**src/rtl/stopwatch_ctrl.sv**
```systemverilog
// stopwatch_ctrl: 00.00-99.99 s BCD stopwatch with IDLE/RUN/PAUSE control.
// Optional lap-freeze button enabled by defining STOPWATCH_LAP_EN.
module stopwatch_ctrl #(
  parameter int TICK_DIV = 1000000
) (
  input  logic        clk,
  input  logic        rst,
  input  logic        start_stop,
  input  logic        clear,
`ifdef STOPWATCH_LAP_EN
  input  logic        lap,
`endif
  output logic [15:0] bcd,
  output logic        en_dec_pt,
  output logic        running,
  output logic        wrap
);
  localparam int PW = $clog2(TICK_DIV);
`ifdef STOPWATCH_LAP_EN
  localparam int NB = 3;
`else
  localparam int NB = 2;
`endif
  typedef enum logic [1:0] {IDLE, RUN, PAUSE} state_t;
  state_t state, state_n;
  logic [NB-1:0] btn, s1, s2, prev, rise;
  logic [PW-1:0] pre, pre_n;
  logic [15:0] count, count_n;
  logic tick, wrap_n;
  function automatic logic [15:0] bcd_inc(input logic [15:0] v);
    logic [15:0] r;
    logic c;
    c = 1'b1;
    for (int i = 0; i < 4; i++) begin
      r[4*i+:4] = (c && v[4*i+:4] == 4'd9) ? 4'd0 : v[4*i+:4] + {3'd0, c};
      c = c && v[4*i+:4] == 4'd9;
    end
    return r;
  endfunction
`ifdef STOPWATCH_LAP_EN
  assign btn = {lap, clear, start_stop};
`else
  assign btn = {clear, start_stop};
`endif
  assign rise = s2 & ~prev;
  assign tick = state == RUN && pre == PW'(TICK_DIV - 1);
  assign wrap_n = tick && count == 16'h9999 && !rise[1];
  assign running = state == RUN;
  assign en_dec_pt = state != IDLE;
  always_comb begin
    state_n = state;
    pre_n = pre;
    count_n = count;
    case (state)
      IDLE: state_n = rise[0] ? RUN : IDLE;
      RUN: begin
        pre_n = tick ? '0 : pre + 1'b1;
        count_n = tick ? bcd_inc(count) : count;
        state_n = rise[0] ? PAUSE : RUN;
      end
      PAUSE: state_n = rise[0] ? RUN : PAUSE;
      default: state_n = IDLE;
    endcase
    if (state != IDLE && rise[1]) state_n = IDLE;
    if (state_n == IDLE) begin
      pre_n = '0;
      count_n = '0;
    end
  end
  always_ff @(posedge clk or posedge rst) begin
    if (rst) begin
      state <= IDLE;
      pre <= '0;
      count <= '0;
      s1 <= '0;
      s2 <= '0;
      prev <= '0;
      wrap <= 1'b0;
    end else begin
      s1 <= btn;
      s2 <= s1;
      prev <= s2;
      state <= state_n;
      pre <= pre_n;
      count <= count_n;
      wrap <= wrap_n;
    end
  end
`ifdef STOPWATCH_LAP_EN
  logic frz;
  logic [15:0] cap;
  // capture uses the pre-increment count so a lap on a tick edge shows the old value
  always_ff @(posedge clk or posedge rst) begin
    if (rst) begin
      frz <= 1'b0;
      cap <= '0;
    end else if (state_n == IDLE) begin
      frz <= 1'b0;
    end else if (state == RUN && rise[2]) begin
      frz <= ~frz;
      if (!frz) cap <= count;
    end
  end
  assign bcd = frz ? cap : count;
`else
  assign bcd = count;
`endif
endmodule

```
**config.mk**
```make
export PLATFORM = sky130hd
export DESIGN_NAME = stopwatch_ctrl
export DESIGN_NICKNAME = d
export VERILOG_FILES = /design/src/rtl/stopwatch_ctrl.sv
export SDC_FILE = /design/constraint.sdc
export NUM_CORES = 1
export LEC_CHECK = 0
export CORE_ASPECT_RATIO = 0.6
export CORE_MARGIN = 1.5
export CORE_UTILIZATION = 55
export DETAILED_ROUTE_END_ITERATION = 8
export HOLD_SLACK_MARGIN = 0.15
export PLACE_DENSITY = 0.81
export SLEW_MARGIN = 20
export SYNTH_ARGS = -nofsm -noshare
export SYNTH_HDL_FRONTEND = slang
export SYNTH_SLANG_ARGS = --single-unit
```
**constraint.sdc**
```tcl
create_clock -name clk -period 2.65 [get_ports clk]
set_input_delay 0.265 -clock clk [delete_from_list [all_inputs] [get_ports clk]]
set_output_delay 0.265 -clock clk [all_outputs]
set_load 0.02 [all_outputs]
```
## Word level (Yosys, flattened, before mapping)

Index checks and enable logic that the tools add are counted.

- Register bits: 45
- Input port bits: 4
- Logic and storage cells: 51

- Add/subtract/negate cells: 5
- Equality and inequality tests: 8
- Multiplexer cells: 15
- Bitwise operators: 2
- Reductions and logical operators: 14

Operators with widths:

| kind | count |
|---|---|
| two-way mux 20 bit | 3 |
| two-way mux 16 bit | 3 |
| adder 20 x 1 -> 20 bit, second input constant | 1 |
| == test 20 bit, second input constant | 1 |
| == test 16 bit, second input constant | 1 |
| == test 4 bit, second input constant | 4 |
| two-way mux 4 bit | 4 |
| adder 4 x 1 -> 4 bit | 3 |
| logical AND 1 bit | 7 |
| two-way mux 2 bit | 3 |
| one-hot mux 2 bit (3 select lines) | 1 |
| nonzero test 2 bit | 3 |
| adder 4 x 1 -> 4 bit, second input constant | 1 |
| logical NOT 2 bit | 2 |
| AND 2 bit | 1 |
| == test 2 x 1 -> 1 bit, second input constant | 1 |
| == test 2 bit, second input constant | 1 |
| inverter 2 bit | 1 |
| AND reduction 2 bit | 1 |
| logical NOT 1 bit | 1 |
| two-way mux 1 bit | 1 |

## Depth between registers and ports, before layout

- Depth after elaboration: 8
- Mapped depth: 11
- Gate-level depth less buffers: 10

## Worst setup path after synthesis

OpenSTA, ideal clock, no wires.

- Path kind: flip-flop to flip-flop
- From: register count[0], in the netlist bcd[0]
- To: register count[15], in the netlist bcd[15]
- Setup time: 0.077 ns
- Arrival: 1.905 ns
- Setup slack: 0.668 ns
- Stages on the path, launching flop included: 11
- Path buffers: 1
- Period minus slack after synthesis: 1.982 ns
- Path through: dfrtp_1 ha_1 and3b_1 clkbuf_1 nand3_1 inv_1 ha_1 nand3_1 nor4_1 a32oi_1 a21oi_1

- Word-level cells in the longest chain between the ends: 8
- Elaborated cells between the ends (all ways): 9
- Those cells by class: add/sub: 1; eq/ne: 1; mux: 4; reduce/logical: 3

Ends and longest elaborated chain:

| what | line | text |
|---|---|---|
| start, declared | 28 | `logic [15:0] count, count_n;` |
| start signal, assigned | 85 | `count <= count_n;` |
| == test 4 bit * | 36 | `c = c && v[4*i+:4] == 4'd9;` |
| logical AND 1 bit * (2 in series) | 36 |  |
| adder 4 x 1 -> 4 bit / logical AND 1 bit (equally long branches) | - |  |
| two-way mux 4 bit * | 35 | `r[4*i+:4] = (c && v[4*i+:4] == 4'd9) ? 4'd0 : v[4*i+:4] + {3'd0, c};` |
| two-way mux 16 bit * | 58 | `count_n = tick ? bcd_inc(count) : count;` |
| two-way mux 16 bit * | 54 | `case (state)` |
| two-way mux 16 bit * | 65 | `if (state_n == IDLE) begin` |

Every way passes the cells marked *; elsewhere a longest branch is shown, timed or not. The select of a mux whose other input is x is not followed.
A chain may end at the register's enable or synchronous reset.

## Worst setup path in the final report

- From: register count[5], in the netlist bcd[5]
- To: register count[15], in the netlist bcd[15]

The elaborated chain is that of the path after synthesis.

==> flow_metrics.env <==
export IMPL_mostFrequentLayoutCell="dfrtp_1"
export IMPL_root_buffer="clkbuf_8"
export IMPL_maxSlewHeadroom=0.376
export IMPL_reg2reg_depth=8
export IMPL_syn_area_sq_um=2560
export IMPL_mostFrequentLayoutCells="45 x dfrtp_1, 28 x a21oi_1, 22 x clkdlybuf4s50_1, 20 x o21ai_0, 14 x nand3_1"
export IMPL_ioPinCount=23
export IMPL_antenna_found_initial=0
export IMPL_min_period_over_period=0.824
export IMPL_first_iter_violations=166
export IMPL_required_ps=2870
export IMPL_synth_seq_area_share=0.440
export IMPL_worst_slack_ps=467
export IMPL_routed_via_density=6.51
export IMPL_grt_overflow=0
export IMPL_die_height_um=55.8
export IMPL_post_cts_setup_buffer_count=0
export IMPL_slew_violations=0
export IMPL_cap_violations=0
export IMPL_synth_edf_count=0
export IMPL_finalHoldViolCount=0
export IMPL_powerDensity_nw_per_um2=478
export IMPL_dp_hpwl_um=4340
export IMPL_worst_r2r_startpoint="bcd[5]"
export IMPL_critPathLaunch="bcd[5]"
export IMPL_core_sq_um=4280
export IMPL_clock_sinks=45
export IMPL_p_leak_nw=1.13
export IMPL_fin_worst_skew_ps=4.39
export IMPL_grt_pass1_vias=2046
export IMPL_hold_path_class="in -> async"
export IMPL_drc=0
export IMPL_async_reset_ff_frac=1.00
export IMPL_tns_ps=0
export IMPL_cts_made_buffers=5
export IMPL_crit_arrival_ps=2410
export IMPL_max_freq_mhz=458
export IMPL_start_util=0.598
export IMPL_rsz0062_at_grt="false"
export IMPL_endpoint_kind="flop"
export IMPL_layout_min_cycle_time_ps=2180
export IMPL_synthesis_instances=270
export IMPL_path_max_fanout=5
export IMPL_tritoncts="yes"
export IMPL_status="completed"
export IMPL_wl_per_cell_um=17.4
export IMPL_cts_resized=0
export IMPL_setup_viol=0
export IMPL_h_tree_depth=2
export IMPL_gp_congestion=0.856
export IMPL_diodes=0
export IMPL_syn_avg_cell_area_sq_um=9.48
export IMPL_hold_ws_ps=230
export IMPL_utilization=0.684
export IMPL_grt_pass1_wl_um=10300
export IMPL_worstSetupPathType="reg -> reg"
export IMPL_cts_hold_buf=0
export IMPL_grt_max_degree=32
export IMPL_wirelength_um=6080
export IMPL_clock_path_buffers=2
export IMPL_synth_seq_cells=45
export IMPL_insertion_delay_ps=300
export IMPL_grt_total_usage=0.256
export IMPL_path_clk_slew_ps=90
export IMPL_fin_nets=302
export IMPL_vias=2280
export IMPL_tightest_slew_ps=912
export IMPL_place_ws_ps=387
export IMPL_syn_nets=283
export IMPL_io_buffers=22
export IMPL_start_kind="flop"
export IMPL_syn_to_final_growth_pct=14.4
export IMPL_nFillCells=341
export IMPL_synth_ff_type="dfrtp_1"
export IMPL_die_w_um=91.1
export IMPL_rows=18
export IMPL_drive_above_1_share=0.0828
export IMPL_yosysWarnings=0
export IMPL_ys_types=46
export IMPL_die_area_sq_um=5080
export IMPL_vdd_drop_max_mv=0.355
export IMPL_dr_pass1_iters=4
export IMPL_ant_nets=0
==> critical path, cell delays in order (launching register included) <==
cell	delay [ps]
dfrtp_1	450
nor4bb_2	520
nand3_1	290
inv_1	120
ha_1	170
nand3_1	100
nor4_1	190
a32oi_1	90
a21oi_1	170
==> cell families (layout without fill, tap and decap cells) <==
family / count (synthesis) / after routing / synth area share
muxes: 6 / 6 / 0.0240
AOI/OAI and AO/OA: 77 / 77 / 0.186
xor gates and xnor gates: 3 / 3 / 0.0103
DFF: 45 / 45 / 0.440
adders and majority gates: 9 / 9 / 0.0440
buffers and inverters: 31 / 51 / 0.0489
and+or+nand+nor: 99 / 99 / 0.246
==> registers in the layout, summed over array words and instances, names as in the netlist <==
| register | count |
|---|---|
| bcd | 16 |
| wrap | 1 |
| state | 2 |
| prev | 2 |
| pre | 20 |
| s1 | 2 |
| s2 | 2 |
==> metal layers <==
| metal | vias up | global-route usage | part of all wire |
|---|---|---|---|
| met4 | 0 | 0.0536 | 0.0066 |
| met1 | 1105 | 0.423 | 0.52 |
| met2 | 100 | 0.335 | 0.39 |
| met5 | - | 0 | 0 |
| li1 | 1070 | - | - |
| met3 | 5 | 0.0505 | 0.076 |
==> cell usage after synthesis, drive strengths merged, types with 5 or more instances <==
| cell | n | share of area |
|---|---|---|
| a21oi | 28 | 0.055 |
| buf | 7 | 0.014 |
| clkbuf | 11 | 0.016 |
| dfrtp | 45 | 0.44 |
| ha | 9 | 0.044 |
| inv | 13 | 0.019 |
| mux2i | 5 | 0.020 |
| nand2 | 12 | 0.018 |
| nand3 | 14 | 0.027 |
| nand4 | 14 | 0.040 |
| nor2 | 11 | 0.016 |
| nor4 | 5 | 0.012 |
| o21ai | 20 | 0.039 |
| o31ai | 10 | 0.029 |
| or4 | 13 | 0.038 |
==> final timing paths <==
path                       slack (ps)        to
setup / recovery                  470   bcd[15]
hold / removal                    230    bcd[7]
setup reg to reg                  470   bcd[15]
hold reg to reg                   350     s2[0]
max in group asynchronous        1720  state[0]
min in group clk                  350     s2[0]
==> metrics by stage <==
step / cell area (sq um) / instances / total power (W)
after global placement: 2840 / 342 / 0.000990
after detailed placement: 2840 / 342 / 0.000987
final: 2930 / 350 / 0.00140
after global routing: 2930 / 350 / 0.00146
after floorplan: 2560 / 270 / 0.000898
after CTS: 2920 / 350 / 0.00141
==> power by group <==
group	internal, W	switching [W]	total, W	leakage (nW)
combinational	0.0000822	0.000173	0.000255	0.473
clock	0.000183	0.000237	0.000420	0.0450
sequential	0.000704	0.0000206	0.000724	0.613
total	0.000969	0.000430	0.00140	1.13
==> layout make-up <==
type / count / area [sq um] / share of cell area
multi-input cells: 194 / 1310 / 0.449
flip-flops and latches: 45 / 1130 / 0.385
repair buffers: 30 / 280 / 0.0958
well taps: 60 / 75.1 / 0.0257
clock buffers: 6 / 72.6 / 0.0248
inverters: 13 / 48.8 / 0.0167
clock inverters: 2 / 10.0 / 0.00342
No activity file was read; power rests on OpenSTA's default activity.
